**src/rtl/dram_pkg.sv**
```systemverilog
// Shared types for the DRAM line requester: command encoding, the request word
// presented to the controller FIFO, and the requester FSM states.
package dram_pkg;

    localparam int LINE_ADDR_W = 27;
    localparam int LINE_DATA_W = 128;

    localparam logic CMD_WRITE = 1'b0;
    localparam logic CMD_READ  = 1'b1;

    typedef struct packed {
        logic [LINE_ADDR_W-1:0] addr;
        logic [LINE_DATA_W-1:0] data;
        logic                   cmd;
    } dram_req_t;

    typedef enum logic [1:0] {
        IDLE,
        WB_REQ,
        RD_REQ,
        RD_WAIT
    } req_state_t;

endpackage

```
**src/rtl/dram_rsp_timer.sv**
```systemverilog
// Read-response watchdog: saturating up-counter, cleared when a read is issued,
// flags expiry once it has counted TIMEOUT_CYCLES-1 waiting cycles.
module dram_rsp_timer #(
    parameter int TIMEOUT_CYCLES = 4096
) (
    input  logic sys_clk,
    input  logic sys_rst_i,
    input  logic clear,
    input  logic enable,
    output logic expired
);

    localparam int TW = (TIMEOUT_CYCLES > 1) ? $clog2(TIMEOUT_CYCLES) : 1;
    localparam logic [TW-1:0] LAST = TW'(TIMEOUT_CYCLES - 1);

    logic [TW-1:0] count_q;

    always_ff @(posedge sys_clk or negedge sys_rst_i) begin
        if (!sys_rst_i) begin
            count_q <= '0;
        end else if (clear) begin
            count_q <= '0;
        end else if (enable && (count_q != LAST)) begin
            count_q <= count_q + TW'(1);
        end
    end

    assign expired = (count_q == LAST);

endmodule

```
**src/rtl/dram_line_requester.sv**
```systemverilog
// Initiator side of the DRAM request/response FIFO channel: services one cache miss
// at a time, writing back a dirty victim before reading the missing line.
//
//   state   | meaning
//   IDLE    | ready for a miss; captures addresses and victim data
//   WB_REQ  | write-back of the victim line offered to the controller
//   RD_REQ  | read of the missing line offered to the controller
//   RD_WAIT | read issued; waiting for data or the response timeout
module dram_line_requester
    import dram_pkg::*;
#(
    parameter int ADDR_W         = LINE_ADDR_W,
    parameter int DATA_W         = LINE_DATA_W,
    parameter int ALIGN_BITS     = 3,
    parameter int TIMEOUT_CYCLES = 4096
) (
    input  logic              sys_clk,
    input  logic              sys_rst_i,
    input  logic              miss_valid,
    output logic              miss_ready,
    input  logic [ADDR_W-1:0] miss_addr,
    input  logic              miss_dirty,
    input  logic [ADDR_W-1:0] wb_addr,
    input  logic [DATA_W-1:0] wb_data,
    output logic              fill_valid,
    output logic [ADDR_W-1:0] fill_addr,
    output logic [DATA_W-1:0] fill_data,
    output logic              fill_err,
    output logic              fifo_req_en,
    input  logic              fifo_req_rdy,
    output logic [ADDR_W-1:0] fifo_req_addr,
    output logic [DATA_W-1:0] fifo_req_data,
    output logic              fifo_req_cmd,
    input  logic              fifo_rsp_en,
    input  logic [DATA_W-1:0] fifo_rsp_data,
    output logic              stray_rsp
);

    localparam logic [ADDR_W-1:0] ALIGN_MASK = ~ADDR_W'((1 << ALIGN_BITS) - 1);

    req_state_t        state_q, state_d;
    dram_req_t         req_q, req_d;
    logic              req_en_q, req_en_d;
    logic [ADDR_W-1:0] miss_addr_q, miss_addr_d;
    logic              fill_valid_q, fill_valid_d;
    logic              fill_err_q, fill_err_d;
    logic [ADDR_W-1:0] fill_addr_q, fill_addr_d;
    logic [DATA_W-1:0] fill_data_q, fill_data_d;
    logic              stray_q, stray_d;
    logic              timer_clear, timer_en, timer_expired;

    dram_rsp_timer #(
        .TIMEOUT_CYCLES(TIMEOUT_CYCLES)
    ) u_rsp_timer (
        .sys_clk  (sys_clk),
        .sys_rst_i(sys_rst_i),
        .clear    (timer_clear),
        .enable   (timer_en),
        .expired  (timer_expired)
    );

    always_ff @(posedge sys_clk or negedge sys_rst_i) begin
        if (!sys_rst_i) begin
            state_q      <= IDLE;
            req_q        <= '0;
            req_en_q     <= 1'b0;
            miss_addr_q  <= '0;
            fill_valid_q <= 1'b0;
            fill_err_q   <= 1'b0;
            fill_addr_q  <= '0;
            fill_data_q  <= '0;
            stray_q      <= 1'b0;
        end else begin
            state_q      <= state_d;
            req_q        <= req_d;
            req_en_q     <= req_en_d;
            miss_addr_q  <= miss_addr_d;
            fill_valid_q <= fill_valid_d;
            fill_err_q   <= fill_err_d;
            fill_addr_q  <= fill_addr_d;
            fill_data_q  <= fill_data_d;
            stray_q      <= stray_d;
        end
    end

    always_comb begin
        state_d      = state_q;
        req_d        = req_q;
        req_en_d     = req_en_q;
        miss_addr_d  = miss_addr_q;
        fill_valid_d = 1'b0;
        fill_err_d   = 1'b0;
        fill_addr_d  = fill_addr_q;
        fill_data_d  = fill_data_q;
        timer_clear  = 1'b0;
        timer_en     = 1'b0;
        // Any response we are not waiting for is dropped, but remembered.
        stray_d      = stray_q | (fifo_rsp_en && (state_q != RD_WAIT));

        case (state_q)
            IDLE: begin
                if (miss_valid) begin
                    miss_addr_d = miss_addr & ALIGN_MASK;
                    req_en_d    = 1'b1;
                    if (miss_dirty) begin
                        req_d   = '{addr: wb_addr & ALIGN_MASK, data: wb_data, cmd: CMD_WRITE};
                        state_d = WB_REQ;
                    end else begin
                        req_d   = '{addr: miss_addr & ALIGN_MASK, data: wb_data, cmd: CMD_READ};
                        state_d = RD_REQ;
                    end
                end
            end
            WB_REQ: begin
                if (fifo_req_rdy) begin
                    req_d.addr = miss_addr_q;
                    req_d.cmd  = CMD_READ;
                    state_d    = RD_REQ;
                end
            end
            RD_REQ: begin
                if (fifo_req_rdy) begin
                    req_en_d    = 1'b0;
                    timer_clear = 1'b1;
                    state_d     = RD_WAIT;
                end
            end
            RD_WAIT: begin
                timer_en = 1'b1;
                if (fifo_rsp_en) begin
                    fill_valid_d = 1'b1;
                    fill_addr_d  = miss_addr_q;
                    fill_data_d  = fifo_rsp_data;
                    state_d      = IDLE;
                end else if (timer_expired) begin
                    fill_valid_d = 1'b1;
                    fill_err_d   = 1'b1;
                    fill_addr_d  = miss_addr_q;
                    fill_data_d  = '0;
                    state_d      = IDLE;
                end
            end
            default: state_d = IDLE;
        endcase
    end

    assign miss_ready    = (state_q == IDLE);
    assign fifo_req_en   = req_en_q;
    assign fifo_req_addr = req_q.addr;
    assign fifo_req_data = req_q.data;
    assign fifo_req_cmd  = req_q.cmd;
    assign fill_valid    = fill_valid_q;
    assign fill_err      = fill_err_q;
    assign fill_addr     = fill_addr_q;
    assign fill_data     = fill_data_q;
    assign stray_rsp     = stray_q;

endmodule

```
**config.mk**
```make
export PLATFORM = sky130hd
export DESIGN_NAME = dram_line_requester
export DESIGN_NICKNAME = d
export VERILOG_FILES = /design/src/rtl/dram_pkg.sv /design/src/rtl/dram_rsp_timer.sv /design/src/rtl/dram_line_requester.sv
export SDC_FILE = /design/constraint.sdc
export NUM_CORES = 1
export LEC_CHECK = 0
export BUFFER_PORTS_ARGS = -buffer_cell sky130_fd_sc_hd__buf_2
export CORE_AREA = 2 2 244 246
export CTS_BUF_LIST = sky130_fd_sc_hd__clkbuf_8 sky130_fd_sc_hd__clkbuf_16
export CTS_CLUSTER_SIZE = 25
export DETAILED_ROUTE_END_ITERATION = 16
export DIE_AREA = 0 0 246 248
export MAX_ROUTING_LAYER = met4
export SETUP_SLACK_MARGIN = 0.2
export SLEW_MARGIN = 20
export SYNTH_ARGS = -nofsm -noshare
export SYNTH_HDL_FRONTEND = slang
export SYNTH_SLANG_ARGS = --single-unit
```
**constraint.sdc**
```tcl
create_clock -name sys_clk -period 2.1 [get_ports sys_clk]
set_clock_uncertainty 0.05 [all_clocks]
set_input_delay 0.315 -clock sys_clk [delete_from_list [all_inputs] [get_ports sys_clk]]
set_output_delay 0.315 -clock sys_clk [all_outputs]
set_load 0.01 [all_outputs]
```
==> flow_metrics.env, run 1 <==
export IMPL_port_buffers=619
export IMPL_worst_ep_required_time_ns=2.49
export IMPL_synth_sequential_area_ratio_pct=64.9
export IMPL_hp_start="miss_valid"
export IMPL_critical_path_startpoint="u_rsp_timer.count_q[5]$_DFFE_PN0P_"
export IMPL_max_fanout_on_critical_path=6
export IMPL_cts_reportedPaths_clkPinSlew_ns=0.06
export IMPL_rsz0062_at_grt="yes"
export IMPL_grt_pass1_wl_mm=68.2
export IMPL_worstHoldPathType="input pin to flop"
export IMPL_synth_compound_area_share_pct=12.1
export IMPL_multi_input_area_sq_mm=0.00443
export IMPL_clock_insertion_delay_worst_skew_ns=0.55
export IMPL_via_count_of_the_first_global_routing_pass=12208
export IMPL_postRouteAntennaNets=0
export IMPL_number_of_enable_flip_flop_cells_after_synthesis=0
export IMPL_period_share_pct=91.5
export IMPL_drv_max_cap_violation_count=0
export IMPL_main_combinational_cell_family_by_area_after_synthesis="multiplexers"
export IMPL_cts_htree_levels=2
export IMPL_ys_warn_count=0
export IMPL_powerDensity_mw_per_mm2=1390
export IMPL_die_width_um=246
export IMPL_cp_data_arrival_time_ns=2.32
export IMPL_finalHoldViolations=0
export IMPL_async_flop_share_pct=100
export IMPL_yosysMostFrequentCell="sky130_fd_sc_hd__dfrtp_1"
export IMPL_cts_sink_count=347
export IMPL_drc=0
export IMPL_synth_area_in_simple_gates_pct=2.36
export IMPL_finalSetupViolCount=0
export IMPL_synth_top_cells_by_count="347 x sky130_fd_sc_hd__dfrtp_1, 200 x sky130_fd_sc_hd__mux2_2, 128 x sky130_fd_sc_hd__a22o_1"
export IMPL_clk_root_buffer_cell="sky130_fd_sc_hd__clkbuf_16"
export IMPL_flop_and_latch_count_out_of_synthesis=347
export IMPL_number_of_fillers_in_the_final_layout=5462
export IMPL_detail_route_wirelength_mm=47.6
export IMPL_design_portCount=632
export IMPL_startpoint_type="flop"
export IMPL_adder_and_majority_cell_fraction_of_the_synthesized_area_pct=0.561
export IMPL_run_status="finished clean"
export IMPL_drt_iter0_drcs=462
export IMPL_timing_rr_start="u_rsp_timer.count_q[5]$_DFFE_PN0P_"
export IMPL_p_leak_nw=10.9
export IMPL_syn_area_sq_mm=0.0134
export IMPL_post_synth_xor_area_fraction_pct=0.0654
export IMPL_detail_route_wl_per_cell_um=17.7
export IMPL_initial_core_util_pct=22.9
export IMPL_grt_start_max_net_pins=72
export IMPL_floorplan_rows=89
export IMPL_register_area_sq_mm=0.00868
export IMPL_grt_residual_overflow=0
export IMPL_synthMuxAreaShare_pct=17.3
export IMPL_tritoncts_num_buffers=40
export IMPL_top_area_cells_in_the_synthesized_netlist="sky130_fd_sc_hd__dfrtp_1 65%, sky130_fd_sc_hd__mux2_2 17%, sky130_fd_sc_hd__a22o_1 8.4%"
export IMPL_synth_area_per_cell_sq_um=14.8
export IMPL_globalplace_congestion=0.797
export IMPL_number_of_distinct_library_cells_after_synthesis=44
export IMPL_detailedRoute_firstPassIterationCount=4
export IMPL_fp_coreArea_sq_mm=0.0585
export IMPL_drive_gt1_share_pct=52.0
export IMPL_critical_path_sink_type="flop"
export IMPL_final_stage_net_count=2201
export IMPL_fin_crit_ns=1.92
export IMPL_netlist_area_leader_share_pct=64.9
export IMPL_cts_tree="done"
export IMPL_criticalPathCategory="flop to flop"
export IMPL_setup_tns_ns=0
export IMPL_die_area_sq_mm=0.0610
export IMPL_drv_slew=0
export IMPL_dieHeight_um=248
export IMPL_clock_path_buffers=3
export IMPL_dp_hpwl_mm=31.6
export IMPL_netlist_instances=905
export IMPL_route_detailed_vias_per_inst=4.35
export IMPL_antenna_found_initial=3
export IMPL_area_growth_syn_to_layout_pct=68.5
export IMPL_worst_ir_drop_vdd_uv=817
export IMPL_grt_usage_pct=14.6
export IMPL_synth_area_leader_cell="sky130_fd_sc_hd__dfrtp_1"
export IMPL_yosys_most_used_dff="sky130_fd_sc_hd__dfrtp_1"
export IMPL_detailed_route_via_count=11674
export IMPL_fmax_ghz=0.521
export IMPL_whs_ns=0.101
[cell families (layout without fill, tap and decap cells)]
logic type	after synthesis	after routing
AOI/OAI and AO/OA	206	206
other	1	9
buffers and inverters	75	1072
adders and majority gates	6	6
DFF	347	347
and+or+nand+nor	63	63
muxes	206	206
xor gates and xnor gates	1	1
[flip-flops by register name, indices dropped and copies added (netlist names), 2 cells and up]
signal	flops
miss_addr_q	24
fifo_req_addr	24
fill_data	128
state_q	2
fifo_req_data	128
fill_addr	24
u_rsp_timer.count_q	12
[what timing repair did]
item / 4_1_cts / 5_1_grt
setup buffers: 19 / 2
pin swaps: 1 / 41
gates cloned: 1 / 5
hold endpoints to repair: 430 / 0
endpoints found under the setup margin: 45 / 135
resized for setup: 9 / 22
hold buffers: 283 / 0
[area by class of cell]
| cell class | count | area share [%] |
|---|---|---|
| clock buffers | 48 | 4.92 |
| clock inverters | 22 | 1.07 |
| flip-flops and latches | 347 | 38.5 |
| well taps | 773 | 4.29 |
| diodes | 3 | 0.0333 |
| inverters | 8 | 0.133 |
| repair buffers | 994 | 31.4 |
| multi-input cells | 488 | 19.7 |
[where the power goes]
| group | internal (mW) | leakage [nW] | switching (mW) |
|---|---|---|---|
| registers | 9.91 | 4.22 | 1.82 |
| logic | 6.42 | 6.03 | 6.13 |
| clock network | 4.27 | 0.688 | 2.85 |
| total | 20.6 | 10.9 | 10.8 |
[per-stage QoR]
stage	utilization [%]	area, sq um	std cells	power (mW)	setup slack (ns)
finish	38.6	22600	2683	31.4	0.179
detailed placement	30.6	17900	2300	23.4	0.132
floorplan	-	13400	910	17.8	0.207
global route	38.6	22600	2683	33.2	0.111
CTS	38.2	22400	2673	31.4	0.151
global placement	30.6	17900	2300	23.1	0.149
[per-layer routing]
layer	wire length, um	vias up	GRT usage, %
met5	0	-	-
met4	1310	0	5.38
met3	3250	85	3.50
met2	24300	451	25.0
met1	18700	5846	16.6
li1	-	5292	-
[layout by cell type, fill, tap and decap left out, types with 3 or more instances in the layout]
| master | instances |
|---|---|
| sky130_fd_sc_hd__buf_2 | 618 |
| sky130_fd_sc_hd__clkinv_2 | 6 |
| sky130_fd_sc_hd__conb_1 | 6 |
| sky130_fd_sc_hd__dfrtp_1 | 347 |
| sky130_fd_sc_hd__mux2i_1 | 6 |
| sky130_fd_sc_hd__nor2_1 | 30 |
| sky130_fd_sc_hd__nand2_1 | 8 |
| sky130_fd_sc_hd__nand4_1 | 3 |
| sky130_fd_sc_hd__buf_12 | 23 |
| sky130_fd_sc_hd__ha_1 | 3 |
| sky130_fd_sc_hd__dlygate4sd3_1 | 283 |
| sky130_fd_sc_hd__clkbuf_8 | 8 |
| sky130_fd_sc_hd__clkbuf_16 | 43 |
| sky130_fd_sc_hd__bufinv_16 | 4 |
| sky130_fd_sc_hd__a22o_1 | 128 |
| sky130_fd_sc_hd__or4_1 | 3 |
| sky130_fd_sc_hd__o21ai_0 | 4 |
| sky130_fd_sc_hd__inv_1 | 12 |
| sky130_fd_sc_hd__buf_6 | 4 |
| sky130_fd_sc_hd__buf_4 | 52 |
| sky130_fd_sc_hd__mux2_2 | 200 |
| sky130_fd_sc_hd__a21oi_1 | 32 |
| sky130_fd_sc_hd__buf_8 | 9 |
| sky130_fd_sc_hd__diode_2 | 3 |
| sky130_fd_sc_hd__a22oi_1 | 24 |
[path summary, 6_finish.rpt]
| kind | to | slack [ns] | cells past startpoint |
|---|---|---|---|
| max reg2reg | fill_data[53]$_DFFE_PN0P_ | 0.18 | 8 |
| max | fill_data[53]$_DFFE_PN0P_ | 0.18 | 8 |
| min in group asynchronous | fifo_req_data[93]$_DFFE_PN0P_ | 0.19 | 2 |
| min | fifo_req_en$_DFFE_PN0P_ | 0.10 | 3 |
| max in group asynchronous | fill_data[122]$_DFFE_PN0P_ | 1.05 | 3 |
| min reg2reg | stray_rsp$_DFF_PN0_ | 0.41 | 1 |
[worst max-delay path: stages (launching register included)]
cell and delay (ns):
sky130_fd_sc_hd__dfrtp_1 0.40, sky130_fd_sc_hd__nand3_4 0.11, sky130_fd_sc_hd__nor4_4 0.36, sky130_fd_sc_hd__o21ai_4 0.10, sky130_fd_sc_hd__buf_12 0.14, sky130_fd_sc_hd__buf_12 0.13, sky130_fd_sc_hd__buf_12 0.15, sky130_fd_sc_hd__clkbuf_16 0.15
sky130_fd_sc_hd__a22o_1 0.23
Power figures use the tool's default switching activity.
==> run 2, diff against run 1 <==
--- a/config.mk
+++ b/config.mk
@@ -12,6 +12,7 @@
 export DETAILED_ROUTE_END_ITERATION = 16
 export DIE_AREA = 0 0 246 248
 export MAX_ROUTING_LAYER = met4
+export RECOVER_POWER = 25
 export SETUP_SLACK_MARGIN = 0.2
 export SLEW_MARGIN = 20
 export SYNTH_ARGS = -nofsm -noshare
==> run 2 against run 1 <==
Worst hold slack improved by 0.00069 ns. Register-to-register slack about the same. Non-clock buffer count unchanged. Wire length decreased by 0.17%. Die area unchanged. Sequential power about the same. Clock power about the same. Critical path depth unchanged. Via count increased by 0.55%. Global-route usage unchanged. Core utilization decreased by 0.15 points.
==> flow_metrics.env, run 2 (same netlist as run 1, synthesis figures left out) <==
export IMPL_final_cell_mix="619 x sky130_fd_sc_hd__buf_2, 347 x sky130_fd_sc_hd__dfrtp_1, 283 x sky130_fd_sc_hd__dlygate4sd3_1"
export IMPL_initial_core_util_pct=22.9
export IMPL_dieHeight_um=248
export IMPL_drv_max_cap_violation_count=0
export IMPL_finalSetupViolCount=0
export IMPL_clock_path_buffers=3
export IMPL_fmax_ghz=0.520
export IMPL_die_area_sq_mm=0.0610
export IMPL_worst_path_largest_cell_delay_ns=0.41
export IMPL_grt_residual_overflow=0
export IMPL_cts_htree_levels=2
export IMPL_dp_hpwl_mm=31.6
export IMPL_cts_tree="done"
export IMPL_run_status="finished clean"
export IMPL_worstHoldPathType="input pin to flop"
export IMPL_cp_data_arrival_time_ns=2.32
export IMPL_final_stage_net_count=2201
export IMPL_detailed_route_via_count=11738
export IMPL_port_buffers=619
export IMPL_detail_route_wirelength_mm=47.5
export IMPL_clock_insertion_delay_worst_skew_ns=0.55
export IMPL_globalplace_congestion=0.797
export IMPL_most_common_cell_after_layout_fill_and_taps_aside="sky130_fd_sc_hd__buf_2"
export IMPL_post_route_worst_setup_slack_ns=0.175
export IMPL_floorplan_rows=89
export IMPL_timing_critical_path_mode_cell="sky130_fd_sc_hd__buf_12"
export IMPL_design_portCount=632
export IMPL_antenna_found_initial=3
export IMPL_detail_route_wl_per_cell_um=17.7
export IMPL_p_leak_nw=10.9
export IMPL_cts_sink_count=347
export IMPL_drc=0
export IMPL_finalHoldViolations=0
export IMPL_period_share_pct=91.7
export IMPL_design_area_sq_mm=0.0225
export IMPL_path_cells="nand3_4, nor4_4, o21ai_4, buf_12, buf_12, buf_12, clkbuf_16, a22o_1"
export IMPL_postRouteAntennaNets=0
export IMPL_dpl_cell_area_sq_mm=0.0179
export IMPL_via_count_of_the_first_global_routing_pass=12208
export IMPL_clk_root_buffer_cell="sky130_fd_sc_hd__clkbuf_16"
export IMPL_timing_critical_path_slowest_stage_cell="sky130_fd_sc_hd__dfrtp_1"
export IMPL_drv_slew=0
export IMPL_grt_pass1_wl_mm=68.2
export IMPL_fp_coreArea_sq_mm=0.0585
export IMPL_die_width_um=246
export IMPL_cts_reportedPaths_clkPinSlew_ns=0.06
export IMPL_startpoint_type="flop"
export IMPL_grt_usage_pct=14.6
export IMPL_powerDensity_mw_per_mm2=1400
export IMPL_criticalPathCategory="flop to flop"
export IMPL_setup_tns_ns=0
export IMPL_tritoncts_num_buffers=40
export IMPL_critical_path_sink_type="flop"
export IMPL_worst_ir_drop_vdd_uv=813
export IMPL_worst_ep_required_time_ns=2.49
export IMPL_worst_pin_slew_ns=1.16
export IMPL_fin_crit_ns=1.92
export IMPL_route_detailed_vias_per_inst=4.37
export IMPL_grt_start_max_net_pins=72
export IMPL_rsz0062_at_grt="yes"
export IMPL_detailedRoute_firstPassIterationCount=4
export IMPL_drive_gt1_share_pct=51.4
export IMPL_pre_cts_ws_ns=0.132
export IMPL_worst_slew_margin_rel_pct=22.7
export IMPL_area_growth_syn_to_layout_pct=67.9
export IMPL_max_fanout_on_critical_path=6
export IMPL_drt_iter0_drcs=387
run 2: power breakdown:
| group | switching, mW | internal [mW] |
|---|---|---|
| sequential | 1.82 | 9.91 |
| combinational | 6.13 | 6.40 |
| clock | 2.85 | 4.27 |
run 2: area by class of cell:
class	count	area [sq um]
Timing Repair Buffer	994	7000
Fill cell	5481	36000
Sequential cell	347	8680
Clock buffer	48	1110
Inverter	8	30.0
Multi-Input combinational cell	488	4430
Antenna cell	3	7.51
Clock inverter	22	241
Tap cell	773	967
run 2: worst paths after layout:
check                                              startpoint                                   to  slack, ns  cells after the start
setup reg to reg           u_rsp_timer.count_q[5]$_DFFE_PN0P_            fill_data[53]$_DFFE_PN0P_       0.18                      8
min in group asynchronous                           sys_rst_i        fifo_req_data[93]$_DFFE_PN0P_       0.48                      2
setup / recovery           u_rsp_timer.count_q[5]$_DFFE_PN0P_            fill_data[53]$_DFFE_PN0P_       0.18                      8
hold reg to reg                           stray_rsp$_DFF_PN0_                  stray_rsp$_DFF_PN0_       0.42                      1
hold / removal                                     miss_valid              fifo_req_en$_DFFE_PN0P_       0.10                      3
max in group asynchronous                           sys_rst_i  u_rsp_timer.count_q[11]$_DFFE_PN0P_       0.28                      4
run 2: through the flow:
| step | std cells | power (mW) | utilization [%] | hold WS (ns) |
|---|---|---|---|---|
| floorplan | 910 | 17.8 | - | -0.0306 |
| global placement | 2300 | 23.1 | 30.6 | 0.183 |
| detailed placement | 2300 | 23.4 | 30.6 | 0.181 |
| CTS | 2673 | 31.4 | 38.2 | 0.0635 |
| global route | 2683 | 33.2 | 38.4 | 0.0777 |
| finish | 2683 | 31.4 | 38.4 | 0.102 |
run 2: repair_timing:
| item | in CTS | in global routing |
|---|---|---|
| hold endpoints to repair | 430 | 0 |
| hold buffers | 283 | 0 |
| resized for setup | 9 | 22 |
| pin swaps | 1 | 41 |
| cloned | 1 | 5 |
| setup endpoints to repair | 45 | 135 |
| buffers inserted | 19 | 2 |
run 2: routing by layer:
layer,global-route usage [%],wire length (um)
met5,-,0
met4,5.38,1310
met3,3.50,3240
met2,25.0,24500
met1,16.6,18500
run 2: critical path, delay by kind of cell, from the launching register on:
family          cells  cell delay, ns
buf+inv             4            0.56
flops               1            0.41
simple gates        2            0.47
compound gates      2            0.33
